--- src/rtl/m_stage.sv ---
// Memory stage: registers the X-stage result, runs the data-memory handshake for loads/stores
// and formats store lanes / load extension. Define M_STAGE_MISALIGN_CHK_EN to trap misaligned accesses.
package core_types_pkg;
  localparam int N_BITS = 32;
  typedef struct packed {
    logic       wr_en;
    logic [4:0] rd_addr;
  } rf_ctrl_t;
endpackage

module m_stage
  import core_types_pkg::*;
(
  input  logic                          clk,
  input  logic                          rst,
  input  logic                          vld_in,
  input  logic [N_BITS-1:0]             data_in,
  input  logic [N_BITS-1:0]             store_data_in,
  input  logic [4:0]                    mem_ctrl_in,
  input  logic [$bits(rf_ctrl_t)-1:0]   rf_ctrl_pkt_in,
  output logic [$bits(rf_ctrl_t)-1:0]   rf_ctrl_pkt_out,
  output logic [N_BITS-1:0]             data_out,
  output logic                          vld,
  output logic                          misalign_err,
  input  logic                          stall_in,
  output logic                          stall,
  output logic                          dmem_req_vld,
  input  logic                          dmem_req_rdy,
  output logic                          dmem_we,
  output logic [N_BITS-1:0]             dmem_addr,
  output logic [N_BITS-1:0]             dmem_wdata,
  output logic [3:0]                    dmem_wstrb,
  input  logic                          dmem_resp_vld,
  input  logic [N_BITS-1:0]             dmem_rdata
);

  typedef enum logic [1:0] {IDLE, REQ, WAIT_RESP, DONE} state_t;

  state_t                        state_q, state_d;
  logic                          vld_raw;
  logic [N_BITS-1:0]             data_q, sdata_q, load_q, load_ext, addr_eff;
  logic [4:0]                    mctl_q;
  logic [$bits(rf_ctrl_t)-1:0]   rf_q;
  logic                          is_load, is_store, is_uns, is_mem, is_half, is_word;
  logic [1:0]                    size;
  logic                          gen_stall, mis_drop, load_en;
  logic [7:0]                    lane_b;
  logic [15:0]                   lane_h;

  assign {is_load, is_store, is_uns, size} = mctl_q;
  assign is_mem  = vld_raw & (is_load | is_store);
  assign is_half = (size == 2'b01);
  assign is_word = size[1];

`ifdef M_STAGE_MISALIGN_CHK_EN
  assign mis_drop = (is_half & data_q[0]) | (is_word & (data_q[1:0] != 2'b00));
`else
  assign mis_drop = 1'b0;
`endif

  // Aligned address feeds the bus, the strobes and the load lane select alike.
  always_comb begin
    addr_eff = data_q;
    if (is_half)      addr_eff[0]   = 1'b0;
    else if (is_word) addr_eff[1:0] = 2'b00;
  end

  always_comb begin
    dmem_wdata = sdata_q;
    dmem_wstrb = 4'b1111;
    case (size)
      2'b00: begin
        dmem_wdata = {4{sdata_q[7:0]}};
        dmem_wstrb = 4'b0001 << addr_eff[1:0];
      end
      2'b01: begin
        dmem_wdata = {2{sdata_q[15:0]}};
        dmem_wstrb = 4'b0011 << {addr_eff[1], 1'b0};
      end
      default: ;
    endcase
  end

  always_comb begin
    case (addr_eff[1:0])
      2'd0:    lane_b = dmem_rdata[7:0];
      2'd1:    lane_b = dmem_rdata[15:8];
      2'd2:    lane_b = dmem_rdata[23:16];
      default: lane_b = dmem_rdata[31:24];
    endcase
    lane_h = addr_eff[1] ? dmem_rdata[31:16] : dmem_rdata[15:0];
    case (size)
      2'b00:   load_ext = {{24{~is_uns & lane_b[7]}}, lane_b};
      2'b01:   load_ext = {{16{~is_uns & lane_h[15]}}, lane_h};
      default: load_ext = dmem_rdata;
    endcase
  end

  always_comb begin
    state_d      = state_q;
    dmem_req_vld = 1'b0;
    load_en      = 1'b0;
    gen_stall    = is_mem & (state_q != DONE);
    case (state_q)
      IDLE: begin
        if (is_mem) begin
          if (mis_drop) begin
            state_d = DONE;
          end else begin
            dmem_req_vld = 1'b1;
            if (dmem_req_rdy) state_d = is_load ? WAIT_RESP : DONE;
            else              state_d = REQ;
          end
        end
      end
      REQ: begin
        dmem_req_vld = 1'b1;
        if (dmem_req_rdy) state_d = is_load ? WAIT_RESP : DONE;
      end
      WAIT_RESP: begin
        if (dmem_resp_vld) begin
          load_en = 1'b1;
          state_d = DONE;
        end
      end
      DONE: begin
        if (!stall_in) state_d = IDLE;
      end
      default: state_d = IDLE;
    endcase
  end

  assign stall = stall_in | gen_stall;

  always_ff @(posedge clk) begin
    if (rst) begin
      state_q <= IDLE;
      vld_raw <= 1'b0;
      data_q  <= '0;
      sdata_q <= '0;
      mctl_q  <= '0;
      rf_q    <= '0;
      load_q  <= '0;
    end else begin
      state_q <= state_d;
      if (!stall) begin
        vld_raw <= vld_in;
        data_q  <= data_in;
        sdata_q <= store_data_in;
        mctl_q  <= mem_ctrl_in;
        rf_q    <= rf_ctrl_pkt_in;
      end
      if (load_en) load_q <= load_ext;
    end
  end

  assign vld             = vld_raw & ~gen_stall;
  assign misalign_err    = vld & mis_drop;
  assign data_out        = is_load ? load_q : data_q;
  assign dmem_addr       = addr_eff;
  assign dmem_we         = is_store;
  assign rf_ctrl_pkt_out = rf_q;

endmodule

--- config.mk ---
export PLATFORM = sky130hd
export DESIGN_NAME = m_stage
export DESIGN_NICKNAME = d
export VERILOG_FILES = /design/src/rtl/m_stage.sv
export SDC_FILE = /design/constraint.sdc
export NUM_CORES = 1
export LEC_CHECK = 0
export ABC_CLOCK_PERIOD_IN_PS = 2690
export CAP_MARGIN = 10
export CORE_UTILIZATION = 44
export CTS_CLUSTER_SIZE = 16
export DETAILED_ROUTE_END_ITERATION = 8
export PLACE_DENSITY = 0.81
export SYNTH_ARGS = -nofsm -noshare
export SYNTH_HDL_FRONTEND = slang
export SYNTH_SLANG_ARGS = --single-unit
--- constraint.sdc ---
create_clock -name clk -period 2.69 [get_ports clk]
set_input_delay 0.807 -clock clk [delete_from_list [all_inputs] [get_ports clk]]
set_output_delay 0.807 -clock clk [all_outputs]
set_load 0.05 [all_outputs]
==> results.py, run 1 <==
metrics = {
    "cts": {
        "clkSinkCount": 110,
        "cts_tree": "built",
        "hold_buffers": 0,
        "post-cts-setup-buffers": 0,
        "ctsResizeCount": 0,
        "cts-root-buf": "clkbuf_16",
        "cts_buffers": 9,
        "clk_latency_ns": 0.35,
        "clk_pin_slew_worst_paths_ns": 0.07,
        "h-tree-depth": 3,
        "clockBufferDepth": 2,
    },
    "cells_and_area": {
        "fin_cells": 1034,
        "fin_util_pct": 64.60,
        "nFillCells": 1094,
        "drive_above_1_share_pct": 20.09,
        "fin_area_um2": 8153,
        "fin_nets": 973,
        "final_common_cell": "nand2_1",
        "area_delta_synth_final_pct": 42.89,
        "final_cell_mix": "167 x nand2_1, 156 x clkdlybuf4s50_1, 108 x dfxtp_1",
    },
    "sta": {
        "clock_skew_ns": 0.007433,
        "timing.fmax_ghz": 0.3842,
        "worstMarginPinSlew_ns": 0.8736,
        "fin_crit_ns": 2.603,
        "grt_setup_unrepaired": "no",
        "fin_setup_tns_ns": 0,
        "max-slew-margin-rel_pct": 41.76,
        "hold_viol_final": 0,
        "setup_viol": 0,
        "min_period_over_period_pct": 96.76,
        "report.final.slew_viol_count": 0,
    },
    "yosys": {
        "synth-edff-count": 0,
        "synth_top_family_by_area": "compound AO/OA/AOI/OAI gates",
        "ys.flop_type": "dfxtp_1",
        "synth_fp_nets": 813,
        "seq_area_frac_synth_pct": 38.60,
        "synth-seq-cells": 110,
        "synth_mux_area_share_pct": 13.33,
        "syn_inst": 696,
        "synth_area_leaders": "dfxtp_1 39%, nand2_1 11%, mux2_2 9.9%, a21oi_1 8.7%, buf_4 5.1%",
        "syn_area_um2": 5705,
        "yosysWarnings": 0,
        "synth_area_per_cell_um2": 8.198,
        "synth-simple-area-share_pct": 17.79,
        "synthAdderAreaFrac_pct": 0.8772,
        "synth_cell_types": 43,
        "yosys.area_share.xor_xnor_pct": 0,
        "synth.largest_area_cell": "dfxtp_1",
        "synth_top_area_share_pct": 38.60,
        "async_flop_share_pct": 0,
        "synth-compound-area-share_pct": 19.74,
    },
    "power_and_ir_drop": {
        "clockPowerShare_pct": 25.2,
        "power_density_nw_per_um2": 608.1,
        "seqPwrFrac_pct": 38.8,
        "ir_worst_vdd_mv": 0.3268,
        "switching_power_mw": 1.791,
        "p_int_mw": 3.166,
        "leakage_nw": 3.159,
        "p_sw_share_pct": 36.13,
        "p_total_mw": 4.957,
        "pwr-share-comb_pct": 36.0,
    },
    "placement": {
        "placed_area_um2": 7883,
        "portBuffers": 222,
        "hpwl_um": 11520,
        "gp_routability_congestion": 0.8441,
        "dp.cells": 1017,
    },
    "setup_path": {
        "startpoint": "mctl_q[4]",
        "required_ns": 1.88,
        "regToRegSetupSlack_ns": 0.56,
        "cp-endpoint": "data_out[4]",
        "path_class": "reg -> out",
        "critPathArrivalTime_ns": 1.80,
        "worst_r2r_path_depth": 5,
        "crit_path_end_kind": "output port",
        "r2r-start": "data_q[1]",
        "cp_max_fo": 20,
        "rr_endpoint": "load_q[20]",
        "worstSetupStartpointType": "flip-flop",
    },
    "grt": {
        "grt_max_degree": 77,
        "first_global_vias": 4933,
        "grt_pass1_wl_um": 25410,
        "grt-ovfl-total": 0,
        "antenna_found_initial": 1,
        "grt.total_usage_pct": 24.49,
    },
    "flow_run": {
        "drv_cap": 0,
    },
    "detailed_routing": {
        "drcViolationCount": 0,
        "wl_per_cell_um": 16.05,
        "vias_per_cell": 5.191,
        "antenna_left": 0,
        "num_vias": 5368,
        "drt-initial-drc-count": 336,
        "dr.pass1.iters": 4,
        "wl_um": 16600,
    },
    "floorplanning": {
        "start_util_pct": 45.21,
        "dieArea_um2": 13430,
        "core_um2": 12620,
        "die_height_um": 115.9,
        "num_rows": 41,
        "io_pins": 224,
        "die_w_um": 115.9,
    },
    "status": {
        "outcome": "finished clean",
    },
    "min_path": {
        "worstHoldPathType": "reg -> reg",
    },
}
[per-stage QoR]
stage / worst slack [ns] / hold WS (ns)
after CTS: 0.06464 / 0.4573
after detailed placement: -0.03998 / 0.4470
final: 0.08713 / 0.4547
after global routing: 0.02408 / 0.4747
after floorplan: 0.04210 / 0.4329
after global placement: -0.02700 / 0.4401
[area by class of cell]
cell class	count	area, um2	share of cell area, %
diodes	1	2.502	0.03069
clock buffers	11	232.7	2.855
clock inverters	5	35.03	0.4297
inverters	7	26.28	0.3223
multi-input cells	486	2967	36.39
flip-flops and latches	110	2205	27.04
well taps	172	215.2	2.640
repair buffers	242	2470	30.29
[worst min-delay path by stage]
| stage | from | end | depth (start not counted) |
|---|---|---|---|
| after floorplan | sdata_q[16] | sdata_q[16] | 2 |
| after global placement | sdata_q[23] | sdata_q[23] | 2 |
| after detailed placement | sdata_q[17] | sdata_q[17] | 2 |
| after CTS | sdata_q[17] | sdata_q[17] | 2 |
| after global routing | rf_ctrl_pkt_out[1] | rf_ctrl_pkt_out[1] | 2 |
| final | rf_ctrl_pkt_out[3] | rf_ctrl_pkt_out[3] | 2 |
[worst max-delay path, stage by stage, from the launching register on]
cell,delay [ns]
dfxtp_2,0.66
buf_12,0.23
mux2_2,0.35
buf_4,0.19
[metal layers]
| layer | vias to the layer above | wire (um) | track usage, % |
|---|---|---|---|
| met5 | - | 0 | 0 |
| met4 | 0 | 352 | 10.85 |
| met3 | 19 | 1054 | 5.230 |
| met2 | 181 | 8008 | 41.59 |
| met1 | 2499 | 7179 | 29.78 |
| li1 | 2669 | - | - |
[cells in the mapped netlist (all sizes together), types with 2 or more instances]
| cell | count |
|---|---|
| clkbuf | 33 |
| o21a | 2 |
| buf | 60 |
| a21o | 2 |
| mux2i | 13 |
| nand2 | 167 |
| nand2b | 10 |
| a221oi | 5 |
| a21oi | 99 |
| ha | 4 |
| nor2 | 38 |
| nand3b | 4 |
| dfxtp | 110 |
| a211oi | 22 |
| a31oi | 3 |
| a22o | 2 |
| o2bb2ai | 3 |
| inv | 7 |
| o21ai | 23 |
| o21bai | 4 |
| mux4 | 3 |
| and2 | 4 |
| mux2 | 50 |
| a311oi | 8 |
| nor2b | 7 |
[sequential cells by signal, indices dropped and copies added (netlist names)]
signal           count
rf_ctrl_pkt_out      6
mctl_q               5
data_q              32
vld_raw              1
load_q              32
sdata_q             32
state_q              2
[power groups by stage]
| stage | sequential (mW) | combinational, mW | clock (mW) |
|---|---|---|---|
| after global routing | 1.94 | 1.90 | 1.34 |
| after global placement | 1.95 | 1.76 | 0 |
| final | 1.92 | 1.78 | 1.25 |
| after CTS | 1.92 | 1.79 | 1.28 |
| after floorplan | 1.93 | 1.17 | 0 |
| after detailed placement | 1.96 | 1.78 | 0 |
[cell families (layout without fill, tap and decap cells)]
logic type,after synthesis,count (layout)
and+or+nand+nor,237,237
AOI/OAI and AO/OA,178,178
muxes,66,66
buffers and inverters,100,265
DFF,110,110
adders and majority gates,4,4
other,1,2
Power figures use the tool's default switching activity.
==> inputs of run 2 (changes only) <==
--- a/config.mk
+++ b/config.mk
@@ -7,10 +7,13 @@
 export LEC_CHECK = 0
 export ABC_CLOCK_PERIOD_IN_PS = 2690
 export CAP_MARGIN = 10
+export CORE_ASPECT_RATIO = 1.5
+export CORE_MARGIN = 5
 export CORE_UTILIZATION = 44
 export CTS_CLUSTER_SIZE = 16
 export DETAILED_ROUTE_END_ITERATION = 8
 export PLACE_DENSITY = 0.81
+export SKIP_CTS_REPAIR_TIMING = 1
 export SYNTH_ARGS = -nofsm -noshare
 export SYNTH_HDL_FRONTEND = slang
 export SYNTH_SLANG_ARGS = --single-unit
==> run 2 against run 1 <==
First-iteration DRC count shrank 44%. Clock power grew 7%. Cell count shrank 1.2%. Largest cell class unchanged. Global-route usage fell by 2.0 points. Largest power group unchanged. Maximum frequency grew 2.6%. Clock-buffer cell count down 1. Setup slack improved by 0.065 ns. Non-clock buffer count rose by 1. Final area grew 0.15%.
==> results.py, run 2 (same netlist as run 1, synthesis figures left out) <==
metrics = {
    "cells_and_area": {
        "drive_above_1_share_pct": 20.42,
        "final_common_cell": "nand2_1",
        "fin_nets": 974,
        "nFillCells": 1090,
        "final_cell_mix": "167 x nand2_1, 156 x clkdlybuf4s50_1, 108 x dfxtp_1",
        "multi_input_area_um2": 2967,
        "top_regs": "data_q (32), load_q (32), sdata_q (32)",
        "ff_latch_area_um2": 2207,
        "fin_util_pct": 63.66,
        "area_delta_synth_final_pct": 43.11,
        "fin_area_um2": 8165,
    },
    "floorplanning": {
        "core_um2": 12830,
        "io_pins": 224,
        "num_rows": 51,
        "die_height_um": 149.5,
        "start_util_pct": 44.48,
        "dieArea_um2": 15390,
        "die_w_um": 103.0,
    },
    "setup_path": {
        "crit_path_end_kind": "output port",
        "worst_r2r_path_depth": 5,
        "cp-endpoint": "data_out[9]",
        "r2r-start": "data_q[1]",
        "path_class": "reg -> out",
        "cp_max_fo": 19,
        "rr_endpoint": "load_q[31]",
        "required_ns": 1.88,
        "startpoint": "mctl_q[4]",
        "critPathArrivalTime_ns": 1.73,
        "regToRegSetupSlack_ns": 0.43,
        "worstSetupStartpointType": "flip-flop",
    },
    "sta": {
        "min_period_over_period_pct": 94.35,
        "report.final.slew_viol_count": 0,
        "fin_hold_ws_ns": 0.4562,
        "grt_setup_unrepaired": "no",
        "fin_setup_tns_ns": 0,
        "worstMarginPinSlew_ns": 0.9140,
        "max-slew-margin-rel_pct": 39.07,
        "clock_skew_ns": 0.009208,
        "hold_viol_final": 0,
        "fin_ws_ns": 0.1521,
        "timing.fmax_ghz": 0.3940,
        "setup_viol": 0,
        "fin_crit_ns": 2.538,
    },
    "power_and_ir_drop": {
        "leakage_nw": 3.178,
        "power_density_nw_per_um2": 617.2,
        "switching_power_mw": 1.830,
        "p_int_mw": 3.210,
        "pwr-share-comb_pct": 35.1,
        "seqPwrFrac_pct": 38.2,
        "ir_worst_vdd_mv": 0.3072,
        "clockPowerShare_pct": 26.7,
        "p_sw_share_pct": 36.30,
    },
    "detailed_routing": {
        "num_vias": 5376,
        "drt-initial-drc-count": 189,
        "drcViolationCount": 0,
        "wl_per_cell_um": 17.30,
        "vias_per_cell": 5.260,
        "wl_um": 17680,
        "dr.pass1.iters": 4,
        "antenna_left": 0,
    },
    "placement": {
        "gp_routability_congestion": 0.8631,
        "hpwl_um": 13160,
        "pre_cts_ws_ns": -0.05818,
        "portBuffers": 222,
        "placed_area_um2": 7861,
    },
    "grt": {
        "grt_pass1_wl_um": 27230,
        "antenna_found_initial": 1,
        "grt.total_usage_pct": 22.46,
        "grt-ovfl-total": 0,
        "first_global_vias": 5362,
        "grt_max_degree": 77,
    },
    "cts": {
        "clk_latency_ns": 0.35,
        "clockBufferDepth": 2,
        "cts_tree": "built",
        "clk_pin_slew_worst_paths_ns": 0.08,
        "clkSinkCount": 110,
        "cts-root-buf": "clkbuf_16",
        "cts_buffers": 9,
        "h-tree-depth": 3,
    },
    "status": {
        "outcome": "finished clean",
    },
    "flow_run": {
        "drv_cap": 0,
    },
    "min_path": {
        "worstHoldPathType": "reg -> reg",
    },
}
==> run 2: worst min path at each step <==
stage / start / cells after the start / endpoint
finish: rf_ctrl_pkt_out[1] / 2 / rf_ctrl_pkt_out[1]
global route: rf_ctrl_pkt_out[1] / 2 / rf_ctrl_pkt_out[1]
CTS: sdata_q[23] / 2 / sdata_q[23]
detailed placement: sdata_q[23] / 2 / sdata_q[23]
global placement: sdata_q[16] / 2 / sdata_q[16]
floorplan: sdata_q[16] / 2 / sdata_q[16]
==> run 2: through the flow <==
stage | cells | power (mW)
detailed placement | 1005 | 3.742
CTS | 1021 | 5.082
floorplan | 696 | 3.104
global route | 1022 | 5.280
global placement | 1005 | 3.725
finish | 1022 | 5.040
==> run 2: per-layer routing <==
| layer | routed length (um) | share of wire [%] | vias up | global-route usage, % |
|---|---|---|---|---|
| li1 | - | - | 2665 | - |
| met1 | 6469 | 37 | 2513 | 25.31 |
| met2 | 9330 | 53 | 172 | 39.75 |
| met3 | 1394 | 7.9 | 26 | 5.970 |
| met4 | 482 | 2.7 | 0 | 8.360 |
| met5 | 0 | 0 | - | 0 |
==> run 2: area by class of cell <==
cell class	instances	area share [%]
multi-input cells	486	36.33
repair buffers	243	30.19
flip-flops and latches	110	27.03
clock buffers	10	2.927
well taps	159	2.436
clock inverters	6	0.7355
inverters	7	0.3218
diodes	1	0.03065
==> run 2: power by group through the flow <==
stage / combinational, mW / clock, mW / sequential, mW
6_report: 1.77 / 1.34 / 1.92
3_3_place_gp: 1.76 / 0 / 1.96
5_1_grt: 1.90 / 1.44 / 1.94
3_5_place_dp: 1.78 / 0 / 1.96
4_1_cts: 1.79 / 1.37 / 1.93
2_1_floorplan: 1.17 / 0 / 1.93
==> run 2: worst max-delay path, cell delays in order, from the launching register on <==
cell	delay [ns]
dfxtp_2	0.48
buf_4	0.33
mux2_2	0.38
buf_4	0.19
==> inputs of run 3 (changes only) <==
--- a/config.mk
+++ b/config.mk
@@ -10,6 +10,7 @@
 export CORE_ASPECT_RATIO = 1.5
 export CORE_MARGIN = 5
 export CORE_UTILIZATION = 44
+export CTS_CLUSTER_DIAMETER = 200
 export CTS_CLUSTER_SIZE = 16
 export DETAILED_ROUTE_END_ITERATION = 8
 export PLACE_DENSITY = 0.81
==> results of run 3 <==
Same layout as run 2: the final DEF is identical, and so are final timing and power.
